--- src/rtl/flash_ctrl.sv ---
// Purpose: read-only SPI flash bus slave; wakes the flash with 0xAB after reset, then serves each word read as a single-IO READ (0x03).
// Latency: ready_out pulses 128*CLK_DIV+2 cycles after the accepting IDLE cycle for reads, and 1 cycle after acceptance for writes.
// Backpressure: requests are held off (no ready_out) during wake, transactions and deselect; the requester holds its request until ready_out.
//
// Ports:
//   clk, reset_n                  system clock, asynchronous active-low reset
//   address_in/sel_in/read_in     bus request; address bits [23:2] pick the flash word
//   write_mask_in/write_value_in  bus write; acknowledged without touching the flash
//   read_value_out/ready_out      read data (gated by sel_in && ready_out) and one-cycle completion pulse
//   flash_*                       SPI mode-0 pins; io1 is input only (MISO)
module flash_ctrl #(
    parameter int CLK_DIV         = 1,
    parameter int WAKE_CYCLES     = 72,
    parameter int DESELECT_CYCLES = 2
) (
    input  logic        clk,
    input  logic        reset_n,
    input  logic [31:0] address_in,
    input  logic        sel_in,
    input  logic        read_in,
    input  logic [3:0]  write_mask_in,
    input  logic [31:0] write_value_in,
    output logic [31:0] read_value_out,
    output logic        ready_out,
    output logic        flash_clk,
    output logic        flash_csn,
    output logic        flash_io0_out,
    output logic        flash_io0_en,
    input  logic        flash_io1_in,
    output logic        flash_io1_out,
    output logic        flash_io1_en
);

    typedef enum logic [2:0] {
        WAKE_CMD,
        WAKE_WAIT,
        IDLE,
        CMD,
        DATA,
        DONE,
        DESEL
    } state_t;

    state_t      state;
    state_t      state_nxt;

    logic        csn_q;
    logic        sck_q;
    logic        ready_q;
    logic [7:0]  div_cnt;
    logic [6:0]  bit_cnt;
    logic [15:0] wait_cnt;
    logic [31:0] tx_q;
    logic [31:0] rx_q;
    logic [31:0] data_q;

    logic        spi_run;
    logic        half_end;
    logic        bit_end;
    logic        wait_last;
    logic        rd_acc;
    logic        wr_acc;
    logic        nxt_active;

    // The bit engine only runs once csn is actually low, so the first
    // WAKE_CMD cycle after reset is a setup cycle that loads 0xAB and drops csn.
    assign spi_run  = !csn_q && (state == WAKE_CMD || state == CMD || state == DATA);
    assign half_end = spi_run && (div_cnt == 8'(CLK_DIV - 1));
    assign bit_end  = half_end && sck_q;

    assign wait_last = (state == WAKE_WAIT && wait_cnt == 16'(WAKE_CYCLES - 1)) ||
                       (state == DESEL     && wait_cnt == 16'(DESELECT_CYCLES - 1));

    // ready_q blocks re-acceptance in the cycle the previous pulse is out,
    // since the requester only drops its request after seeing ready_out.
    assign rd_acc = (state == IDLE) && !ready_q && sel_in && read_in;
    assign wr_acc = (state == IDLE) && !ready_q && sel_in && !read_in && (write_mask_in != 4'd0);

    assign nxt_active = (state_nxt == WAKE_CMD) || (state_nxt == CMD) || (state_nxt == DATA);

    always_ff @(posedge clk or negedge reset_n) begin
        if (!reset_n) begin
            state <= WAKE_CMD;
        end else begin
            state <= state_nxt;
        end
    end

    always_comb begin
        state_nxt = state;
        case (state)
            WAKE_CMD:  if (bit_end && bit_cnt == 7'd7)  state_nxt = WAKE_WAIT;
            WAKE_WAIT: if (wait_last)                   state_nxt = IDLE;
            IDLE:      if (rd_acc)                      state_nxt = CMD;
            CMD:       if (bit_end && bit_cnt == 7'd31) state_nxt = DATA;
            DATA:      if (bit_end && bit_cnt == 7'd63) state_nxt = DONE;
            DONE:                                       state_nxt = DESEL;
            DESEL:     if (wait_last)                   state_nxt = IDLE;
            default:                                    state_nxt = WAKE_CMD;
        endcase
    end

    always_ff @(posedge clk or negedge reset_n) begin
        if (!reset_n) begin
            csn_q    <= 1'b1;
            sck_q    <= 1'b0;
            ready_q  <= 1'b0;
            div_cnt  <= '0;
            bit_cnt  <= '0;
            wait_cnt <= '0;
            tx_q     <= '0;
            rx_q     <= '0;
            data_q   <= '0;
        end else begin
            csn_q   <= !nxt_active;
            ready_q <= (state == DONE) || wr_acc;

            // Each bit: CLK_DIV cycles low, CLK_DIV cycles high. MOSI shifts on
            // the falling edge, MISO is captured on the rising edge.
            if (spi_run) begin
                if (half_end) begin
                    div_cnt <= '0;
                    sck_q   <= !sck_q;
                    if (sck_q) begin
                        tx_q    <= {tx_q[30:0], 1'b0};
                        bit_cnt <= bit_cnt + 7'd1;
                    end else if (state == DATA) begin
                        rx_q <= {rx_q[30:0], flash_io1_in};
                    end
                end else begin
                    div_cnt <= div_cnt + 8'd1;
                end
            end else begin
                div_cnt <= '0;
                sck_q   <= 1'b0;
                bit_cnt <= '0;
            end

            if (state == WAKE_CMD && csn_q) begin
                tx_q <= {8'hAB, 24'h0};
            end else if (rd_acc) begin
                tx_q <= {8'h03, address_in[23:2], 2'b00};
            end

            if (state == WAKE_WAIT || state == DESEL) begin
                wait_cnt <= wait_last ? 16'd0 : wait_cnt + 16'd1;
            end else begin
                wait_cnt <= '0;
            end

            // First byte off the wire lands in bits [7:0] (little-endian word).
            if (state == DONE) begin
                data_q <= {rx_q[7:0], rx_q[15:8], rx_q[23:16], rx_q[31:24]};
            end
        end
    end

    assign read_value_out = (sel_in && ready_q) ? data_q : 32'd0;
    assign ready_out      = ready_q;
    assign flash_clk      = sck_q;
    assign flash_csn      = csn_q;
    assign flash_io0_out  = tx_q[31];
    assign flash_io0_en   = 1'b1;
    assign flash_io1_out  = 1'b0;
    assign flash_io1_en   = 1'b0;

    logic unused_ok;
    assign unused_ok = ^{write_value_in, address_in[31:24], address_in[1:0]};

endmodule

--- config.mk ---
export PLATFORM = sky130hd
export DESIGN_NAME = flash_ctrl
export DESIGN_NICKNAME = d
export VERILOG_FILES = /design/src/rtl/flash_ctrl.sv
export SDC_FILE = /design/constraint.sdc
export NUM_CORES = 1
export LEC_CHECK = 0
export ABC_AREA = 1
export CORE_MARGIN = 5
export CORE_UTILIZATION = 41
export CTS_CLUSTER_DIAMETER = 50
export CTS_CLUSTER_SIZE = 10
export DETAILED_ROUTE_END_ITERATION = 16
export SLEW_MARGIN = 20
export SYNTH_ARGS = -nofsm -noshare
export SYNTH_HDL_FRONTEND = slang
export SYNTH_SLANG_ARGS = --single-unit
--- constraint.sdc ---
create_clock -name clk -period 2.2 [get_ports clk]
set_input_delay 0.55 -clock clk [delete_from_list [all_inputs] [get_ports clk]]
set_output_delay 0.55 -clock clk [all_outputs]
set_load 0.01 [all_outputs]
Word level (Yosys, flattened, before mapping). Cells that the tools add are included.

Register bits after elaboration: 133. Word-level logic and storage cells: 88. Input port bits: 73.

Add/subtract/negate cells: 3. Bitwise operators: 1. Reductions and logical operators: 38. Multiplexer cells: 21. Equality and inequality tests: 15.

Operators by type and width (number): two-way mux 32 bit (6); two-way mux 16 bit (2); two-way mux 7 bit (3); one-hot mux 3 bit (6 select lines) (1); adder 16 x 1 -> 16 bit (second input constant) (1); == test 16 x 1 -> 1 bit (second input constant) (1); == test 16 x 7 -> 1 bit (second input constant) (1); two-way mux 8 bit (2); logical AND 1 bit (15); two-way mux 3 bit (5); == test 3 bit (second input constant) (4); == test 3 x 2 -> 1 bit (second input constant) (3); nonzero test 3 bit (3); adder 8 x 1 -> 8 bit (second input constant) (1); zero test 8 bit (1); adder 7 x 1 -> 7 bit (second input constant) (1); == test 7 x 3 -> 1 bit (second input constant) (1); == test 7 x 5 -> 1 bit (second input constant) (1); == test 7 x 6 -> 1 bit (second input constant) (1); logical OR 1 bit (7); zero test 3 bit (2); zero test 1 bit (5); AND reduction 4 bit (1); nonzero test 4 bit (1); other kinds (8) (9).

Logic depth before layout (Yosys ltp). Gate-level depths: netlist of run 1.

Depth in word-level cells: 13. Gate-level depth with buffers: 11. Gate-level depth less buffers: 11.

Worst setup path after synthesis of run 1. No wires, ideal clock.

Path kind: reg-to-reg. From: register div_cnt[0]. To: register tx_q[10]. Period minus slack after synthesis: 1.618 ns. Buffers on the path: 1. Cell stages (with the launch flop): 11. Slack: 0.582 ns. Arrival: 1.497 ns. Path through: dfrtp_1 -> inv_1 -> ha_1 -> inv_1 -> nor3_4 -> nand3_4 -> nor2_8 -> inv_2 -> buf_6 -> o21ai_1 -> a21oi_2.

Cells in the longest elaborated chain, start to end: 4.

RTL lines: start, declared (line 50) `logic [7:0] div_cnt;`; start signal, assigned (line 131) `div_cnt <= div_cnt + 8'd1;`; zero test 8 bit (line 68) `assign half_end = spi_run && (div_cnt == 8'(CLK_DIV - 1));`; logical AND 1 bit (line 68); nonzero test 3 bit (no source line); AND reduction 3 bit (no source line); end signal, assigned (line 125) `tx_q <= {tx_q[30:0], 1'b0};`; end signal, assigned (line 140) `tx_q <= {8'hAB, 24'h0};`; end signal, assigned (line 142) `tx_q <= {8'h03, address_in[23:2], 2'b00};`; end, declared (line 53) `logic [31:0] tx_q;`.

Every way passes these cells. A chain may end at the register's enable or synchronous reset.

Worst setup path in the final report of run 1.
From: register csn_q, in the netlist flash_csn. To: output port flash_csn.

RTL lines: start, declared (line 47) `logic csn_q;`; start signal, assigned (line 115) `csn_q <= !nxt_active;`; end, declared (line 26) `output logic flash_csn,`.

No word-level cell between the ends.

==> results of run 1 <==
## worst register-to-register path, cell delays in order, from the launching register on
cell and delay [ns]:
dfrtp_1 0.40, inv_1 0.08, ha_1 0.14, inv_1 0.06
nor3_4 0.23, nand3_4 0.14, nor2_8 0.25, inv_2 0.23
o21ai_0 0.21, a21oi_1 0.09
## power by group through the flow
| stage | clock, mW | sequential [mW] | combinational, mW |
|---|---|---|---|
| global route | 3.58 | 2.44 | 0.151 |
| detailed placement | 0 | 2.48 | 0.139 |
| global placement | 0 | 2.48 | 0.137 |
| finish | 3.40 | 2.44 | 0.133 |
| CTS | 3.47 | 2.43 | 0.139 |
| floorplan | 0 | 2.48 | 0.0248 |
## metrics by stage
stage,worst slack [ns],hold slack [ns],cells,cell area (sq um)
after CTS,0.0974,0.0354,1005,7870
final,0.129,0.0404,1005,7870
after floorplan,0.582,0.254,741,6350
after detailed placement,-0.386,0.462,973,7180
after global routing,0.0351,0.0476,1005,7870
after global placement,-0.355,0.447,973,7180
## sequential cells by signal (all words and copies together), names as in the netlist
register / count
div_cnt: 8
ready_out: 1
data_q: 32
rx_q: 32
state: 3
tx_q: 30
bit_cnt: 7
flash_csn: 1
flash_clk: 1
wait_cnt: 16
## final timing paths
kind                       startpoint  cells past startpoint         end
setup / recovery            flash_csn                      1   flash_csn
hold / removal                reset_n                      1    rx_q[29]
setup reg to reg           div_cnt[0]                      9     tx_q[4]
hold reg to reg            div_cnt[0]                      1  div_cnt[0]
max in group asynchronous     reset_n                      2  data_q[16]
min in group clk           div_cnt[0]                      1  div_cnt[0]
## cell type report
cell class	count	area (sq um)
Clock buffer	24	502
Clock inverter	8	218
Fill cell	1418	7340
Inverter	108	408
Multi-Input combinational cell	472	2460
Sequential cell	131	3280
Tap cell	188	235
Timing Repair Buffer	74	767
## cells in the final DEF (no fill, tap or decap), types with 3 or more instances in the layout
cell type,netlist,layout
nand2_1,147,145
dfrtp_1,130,130
nor2_1,103,103
inv_1,99,99
o21ai_0,44,44
clkdlybuf4s50_1,0,32
dlygate4sd2_1,0,32
o21ai_2,31,31
nand3_1,22,22
o21ai_1,22,22
a21oi_1,20,20
a21oi_2,18,18
clkbuf_16,0,17
nor3_1,14,14
inv_2,8,8
xor2_1,8,8
bufinv_16,0,7
buf_12,0,7
nand4_1,6,6
nand2_2,3,5
ha_1,5,5
clkbuf_8,0,5
nand2_4,3,3
nor2_2,3,3
conb_1,2,3
## routing by layer
metal,share of wire [%],track usage (%)
met4,1.6,4.92
met1,47,18.5
met2,47,23.2
met5,0,0
met3,4.1,3.99
## kinds of logic after synthesis
group	after synthesis	share of synthesized area (%)
DFF	131	51.6
other	2	0.118
adders and majority gates	5	0.985
and+or+nand+nor	316	22.1
xor gates and xnor gates	9	1.24
AOI/OAI and AO/OA	139	14.0
buffers and inverters	138	9.83
==> flow_metrics.tcl, run 1 <==
set metrics [dict create \
    hpwl_um 8560 \
    combPwrFrac_pct 2.2 \
    cts_buffer_depth 2 \
    clock.fmax_mhz 483 \
    vdd_drop_max_mv 0.629 \
    wl_per_cell_um 12.1 \
    rows 45 \
    core_sq_mm 0.0152 \
    ys_seq_elements 131 \
    yosysTopAreaCell "dfrtp_1" \
    ios 112 \
    antenna_found_initial 0 \
    syn_area_sq_mm 0.00635 \
    cts_buffers 17 \
    skew_ns 0.00725 \
    synthArstFlopShare_pct 100 \
    rsz0062_at_grt "false" \
    finalCritPeriodShare_pct 94.2 \
    worstPathArrival_ns 1.52 \
    synth_cells 740 \
    tritoncts "yes" \
    ys_seq_area_share_pct 51.6 \
    slowest_stage "dfstp_2" \
    p_sw_share_pct 18.1 \
    synth_top_area_share_pct 51.2 \
    yosysMostFrequentCell "nand2_1" \
    wl_um 12100 \
    gp_congestion 0.825 \
    p_clk_share_pct 57.0 \
    finalCoreUtilization_pct 51.7 \
    synth_edf_count 0 \
    grt_pass1_wl_um 21300 \
    cp_top_family "flip-flops" \
    initial_core_util_pct 41.8 \
    relSlewSlack_pct 56.1 \
    num_vias 4788 \
    hold_path.class "in -> async" \
    dieArea_sq_mm 0.0181 \
    power_switching_mw 1.08 \
    critical_path_required_ns 1.65 \
    cp_max_fo 3 \
    ys.flop_type "dfrtp_1" \
    report.final.slew_viol_count 0 \
    power_density_mw_per_mm2 759 \
    cts_setup_buffers 0 \
    clock-sinks 131 \
    reg2reg_slack_ns 0.25 \
    hold_viol 0 \
    tns_ns 0 \
    die_h_um 134 \
    setup_viol 0 \
    crit_buf_inv 1 \
    setup.worst_path.start_class "register" \
    synth_area_leaders "dfrtp_1 51%, nand2_1 8.7%, nor2_1 6.1%" \
    drt_iter0_drc 276 \
    critical_path.max_stage_delay_ns 0.57 \
    synth_cell_types 39 \
    die_w_um 134 \
    synth.avg_cell_area_sq_um 8.58 \
    drive_gt1_share_pct 14.7 \
    ctsRootBufferMaster "clkbuf_16" \
    pwr-share-seq_pct 40.8 \
    area_delta_synth_final_pct 23.8 \
    critPathCaptureType "output pin" \
    layout_min_cycle_time_ns 2.07 \
    p_total_mw 5.97 \
    grt-ovfl-total 0 \
    drt-vias-per-instance 4.76 \
    nets 882 \
    first_pass_iters 5 \
    io_buffer_count 66 \
    cts_hold_buffers 0 \
    outcome "complete, no violations" \
    grt_usage_pct 14.3 \
    crit_type "reg -> out" \
    htreeDepth 4 \
    internal_power_mw 4.88 \
    timing_worst_slew_pin_value_ns 0.656 \
    maxCapViolCount 0 \
    cts_resized 36 \
    route.detailed.drc 0 \
    p_leak_nw 3.63 \
    crit_chain "clkdlybuf4s50_1" \
    synth_commonest_cells "147 x nand2_1, 130 x dfrtp_1, 103 x nor2_1" \
    grt_max_degree 66 \
    clkTransAtPathRegs_ns 0.05 \
    yosys_warnings 0 \
    n_antenna_cell 0 \
    grt_pass1_vias 4617 \
    ant_nets 0 \
    clock_latency_ns 0.41 \
]
Power figures use the tool's default switching activity.
==> inputs of run 2 (changes only) <==
--- a/config.mk
+++ b/config.mk
@@ -6,7 +6,6 @@
 export NUM_CORES = 1
 export LEC_CHECK = 0
 export ABC_AREA = 1
-export CORE_MARGIN = 5
 export CORE_UTILIZATION = 41
 export CTS_CLUSTER_DIAMETER = 50
 export CTS_CLUSTER_SIZE = 10
==> run 2 against run 1 <==
Effect of this change: sequential share of layout area is 0.33 points higher; non-clock buffer count rose by 5; critical path type unchanged; worst setup slack gained 0.0077 ns; count of clock-buffer cells in the layout is 5 lower; sequential cell count unchanged; highest routed layer unchanged; via count shrank 0.42%; critical endpoint is now read_value_out[25]; sequential power about the same; register-to-register slack better by 0.04 ns.
==> flow_metrics.tcl, run 2 (synthesis results as in run 1) <==
set metrics [dict create \
    gp_congestion 0.848 \
    clock.fmax_mhz 485 \
    reg2reg_slack_ns 0.29 \
    setup_viol 0 \
    clock_latency_ns 0.42 \
    drt-vias-per-instance 4.73 \
    clock-sinks 131 \
    slowest_stage "dfrtp_1" \
    outcome "complete, no violations" \
    ant_nets 0 \
    hold_viol 0 \
    placedCellCount 977 \
    dieArea_sq_mm 0.0160 \
    timing_worst_slew_pin_value_ns 0.751 \
    core_sq_mm 0.0151 \
    area_delta_synth_final_pct 22.9 \
    grt_max_degree 66 \
    hpwl_um 8090 \
    grt_usage_pct 17.2 \
    grt_pass1_vias 4637 \
    register_area_sq_mm 0.00328 \
    worstPathArrival_ns 1.51 \
    rows 45 \
    final_common_cell "nand2_1" \
    n_antenna_cell 0 \
    cts_hold_buffers 0 \
    vdd_drop_max_mv 0.498 \
    tritoncts "yes" \
    critical_path.max_stage_delay_ns 0.44 \
    skew_ns 0.00651 \
    wl_um 12300 \
    tns_ns 0 \
    setup.worst_path.start_class "register" \
    cts_buffers 17 \
    hold_path.class "in -> async" \
    reg_top3 "data_q: 32 flops, rx_q: 32 flops, tx_q: 30 flops" \
    layout_min_cycle_time_ns 2.06 \
    ios 112 \
    htreeDepth 4 \
    power_density_mw_per_mm2 686 \
    critPathCaptureType "output pin" \
    report.final.slew_viol_count 0 \
    clkTransAtPathRegs_ns 0.06 \
    grt_pass1_wl_um 21700 \
    wl_per_cell_um 12.2 \
    crit_type "reg -> out" \
    post_layout_nonfiller_instances 1009 \
    drt_iter0_drc 218 \
    worst_hold_slack_ns 0.0737 \
    antenna_found_initial 0 \
    num_vias 4768 \
    p_total_mw 5.35 \
    layout_common_cells "145 x nand2_1, 130 x dfrtp_1, 103 x nor2_1" \
    multiInputGateArea_sq_mm 0.00246 \
    relSlewSlack_pct 49.8 \
    initial_core_util_pct 41.9 \
    io_buffer_count 66 \
    first_pass_iters 4 \
    die_h_um 126 \
    fillerInstances 1417 \
    die_w_um 126 \
    cp_max_fo 16 \
    crit_chain "nand2_4 -> buf_12 -> nor2_1 -> clkdlybuf4s15_2" \
    ctsRootBufferMaster "clkbuf_16" \
    p_leak_nw 3.55 \
    drive_gt1_share_pct 15.6 \
    grt-ovfl-total 0 \
    critical_path_required_ns 1.65 \
    rsz0062_at_grt "false" \
    nets 887 \
    route.detailed.drc 0 \
    maxCapViolCount 0 \
    finalCritPeriodShare_pct 93.8 \
    cts_buffer_depth 2 \
]
-- run 2: changes by cell type in the layout (fill, tap and decap cells not counted), sizes merged --
cell           delta
clkinv            +6
clkdlybuf4s15    +15
clkinvlp          +2
bufinv            -5
inv               +1
buf               +5
clkbuf            -5
dlygate4sd2      -15
-- run 2: metrics by stage --
step	cell area, sq um	utilization [%]	setup slack [ns]
6_report	7800	51.5	0.136
3_3_place_gp	7200	47.5	-0.298
2_1_floorplan	6350	-	0.582
4_1_cts	7800	51.5	0.0981
5_1_grt	7800	51.5	0.0326
3_5_place_dp	7200	47.5	-0.327
-- run 2: routing by layer --
metal  track usage [%]  wire length, um  up-vias
met3              4.22              501       19
met5                 0                0        -
met4              7.02              191        0
met2              27.9             5660       82
met1              22.0             5980     2200
li1                  -                -     2467
-- run 2: path summary, 6_finish.rpt --
path                                       to  depth (start not counted)       start
setup / recovery           read_value_out[25]                          4   ready_out
hold / removal                       rx_q[29]                          1     reset_n
setup reg to reg                  wait_cnt[1]                          6    state[1]
hold reg to reg                    div_cnt[0]                          1  div_cnt[0]
max in group asynchronous           flash_csn                          2     reset_n
min in group clk                   div_cnt[0]                          1  div_cnt[0]
-- run 2: area by class of cell --
| class | count | share of cell area (%) |
|---|---|---|
| flip-flops and latches | 131 | 42.0 |
| multi-input cells | 472 | 31.5 |
| repair buffers | 79 | 10.7 |
| clock buffers | 19 | 5.81 |
| inverters | 108 | 5.23 |
| well taps | 188 | 3.01 |
| clock inverters | 12 | 1.70 |
-- run 2: power breakdown --
group          internal, mW  leakage, nW  switching [mW]
logic                0.0650         1.50          0.0689
clock network          1.72        0.281            1.07
registers              2.43         1.76         0.00798
-- run 2: critical path, delay by kind of cell, from the launching register on --
kind                   cells  cell delay, ns
DFF                        1            0.44
buffers and inverters      2            0.41
and+or+nand+nor            2            0.23
-- run 2: timing repair --
item	4_1_cts	5_1_grt
setup buffers	0	0
setup endpoints to repair	32	0
gates resized for setup	55	0
==> edit, RTL diff (settings of run 2) <==
Encoding of `state_t`: now one-hot (7 bits for 7 states).
--- a/src/rtl/flash_ctrl.sv
+++ b/src/rtl/flash_ctrl.sv
@@ -32,12 +32,12 @@
 );
 
-    typedef enum logic [2:0] {
-        WAKE_CMD,
-        WAKE_WAIT,
-        IDLE,
-        CMD,
-        DATA,
-        DONE,
-        DESEL
+    typedef enum logic [6:0] {
+        WAKE_CMD  = 7'b0000001,
+        WAKE_WAIT = 7'b0000010,
+        IDLE      = 7'b0000100,
+        CMD       = 7'b0001000,
+        DATA      = 7'b0010000,
+        DONE      = 7'b0100000,
+        DESEL     = 7'b1000000
     } state_t;
 
Formal check against the unedited RTL: no difference found for any inputs over 10 cycles, from zero or initial values and one cycle with reset_n low; not proved beyond that.
==> edit against run 2 <==
Wire length is 3.4% higher; sequential cell count is 4 higher; worst hold slack better by 0.014 ns; fmax is 1.0% higher; worst setup slack better by 0.021 ns; non-clock buffer count is 6 higher; synthesized area is 1.1% higher; cell area is 2.5% higher; register-to-register slack worse by 0.03 ns; synthesized cell count is 5.7% higher; first-iteration DRC count is 47% higher.
Power is not compared: it rests on default switching activity, and its combinational part moved more than twofold at a synthesized area within 25%.
==> edit: results (changes against run 2) <==
run_status:
  status: "finished, final reports clean"
final_layout:
  multi_input_area_mm2: 0.00243  # -1.4%
  nets: 937  # +5.6%
  diodes: 0  # unchanged
  instances_no_fill: 1082  # +7.2%
  reg_top3: "data_q (32), rx_q (32), tx_q (30)"
  drive_above_1_share_pct: 13.8  # -1.8 points
  filler_cell_count: 1437  # +1.4%
pwr:
  p_seq_share_pct: 40.0
  power_mw: 7.03
  irDropWorstVdd_mv: 0.763
yosys:
  synth_area_leaders: "dfrtp_1, nand2_1, inv_1"
  synth.distinct_cells: 47  # +21%
  ys_warn_count: 0  # unchanged
  syn_inst: 782  # +5.7%
  seq_area_frac_synth_pct: 52.6  # +1.0 points
  synth_common_cells: "nand2_1, dfrtp_1, inv_1, nor2_1, o21ai_0"
setup_path:
  endpoint_kind: "primary output"
  timing.rr.start: "state[0]$_DFF_PN1_"
  worstSetupEndpoint: "read_value_out[18]"
  crit_arrival_ns: 1.49  # -0.02 ns
  critical_path.slowest_cell: "dfrtp_1"
  cp-startpoint: "ready_out$_DFF_PN0_"
  reg2reg_setup_slack_ns: 0.26  # -0.03 ns
  crit_path_max_fanout: 16  # unchanged
  path_delay_family: "flip-flops"
  ff2ff_path_depth: 13  # +7
  rr_endpoint: "tx_q[23]$_DFFE_PN0P_"
min_path:
  min_path_type: "in -> async"
route:
  wl_met2_mm: 5.95  # +5.1%
  wl_met3_um: 421  # -16%
  drt_iter0_markers: 320  # +47%
  highest_layer: "met4"
  via_per_inst: 4.65  # -1.7%
  m1WireLength_mm: 6.20  # +3.7%
  first_pass_iters: 4  # unchanged
  wl_per_cell_um: 11.8  # -3.6%
clock_network:
  cts_buffers: 17  # unchanged
  htree_levels: 4  # unchanged
  clk_pin_slew_ns: 0.06  # about the same
  cts.path.max_buffers: 2  # unchanged
  cts.repair.resized: 77  # +40%
sta:
  fin_hold_ws_ns: 0.0872  # +0.0135 ns
  period_needed_ns: 2.04  # -0.0210 ns
  skew_ns: 0.00816  # +0.00166 ns
global_route:
  grt_pass1_wl_mm: 22.7  # +4.4%
  met3_usage_pct: 4.36  # +0.14 points
  grt_max_degree: 67  # +1.5%
  grt.total_usage_pct: 17.6  # +0.43 points
  met2_usage_pct: 29.3  # +1.4 points
  grt_use_met1_pct: 22.3  # +0.32 points
  grt_pass1_vias: 4971  # +7.2%
place:
  pre_cts_ws_ns: -0.328  # -0.000248 ns
  portBuffers: 66  # unchanged
  gp_congestion: 0.824  # -2.8%
  place_area_mm2: 0.00740  # +2.7%
  dp_hpwl_mm: 8.77  # +8.4%
run:
  max-cap-violations: 0  # unchanged
## edit: cell types whose count changed in the layout (fill, tap and decap cells not counted), moves of 4 or more
cell | before | now
a21oi_1 | 20 | 13
a21oi_2 | 18 | 0
buf_4 | 7 | 12
clkdlybuf4s15_1 | 13 | 8
clkdlybuf4s15_2 | 3 | 12
dlygate4sd2_1 | 17 | 10
inv_1 | 99 | 105
nand2_1 | 145 | 207
nand2_2 | 4 | 25
nand4_1 | 6 | 10
nor2_1 | 103 | 80
o21ai_0 | 44 | 67
o21ai_1 | 22 | 9
o21ai_2 | 31 | 0
## edit: logic make-up after synthesis
family,after synthesis,share of synthesized area (%)
other cells,2,0.117
flops,135,52.6
simple gates,382,26.6
compound gates,99,8.08
buf+inv,146,9.78
xor+xnor,12,1.64
fa+ha+maj,5,0.974
mux,1,0.175
## edit: final cells by class
class	count	share of cell area (%)
well taps	211	3.30
clock inverters	11	1.58
repair buffers	85	11.2
multi-input cells	502	30.3
inverters	118	5.63
clock buffers	20	5.71
flip-flops and latches	135	42.3
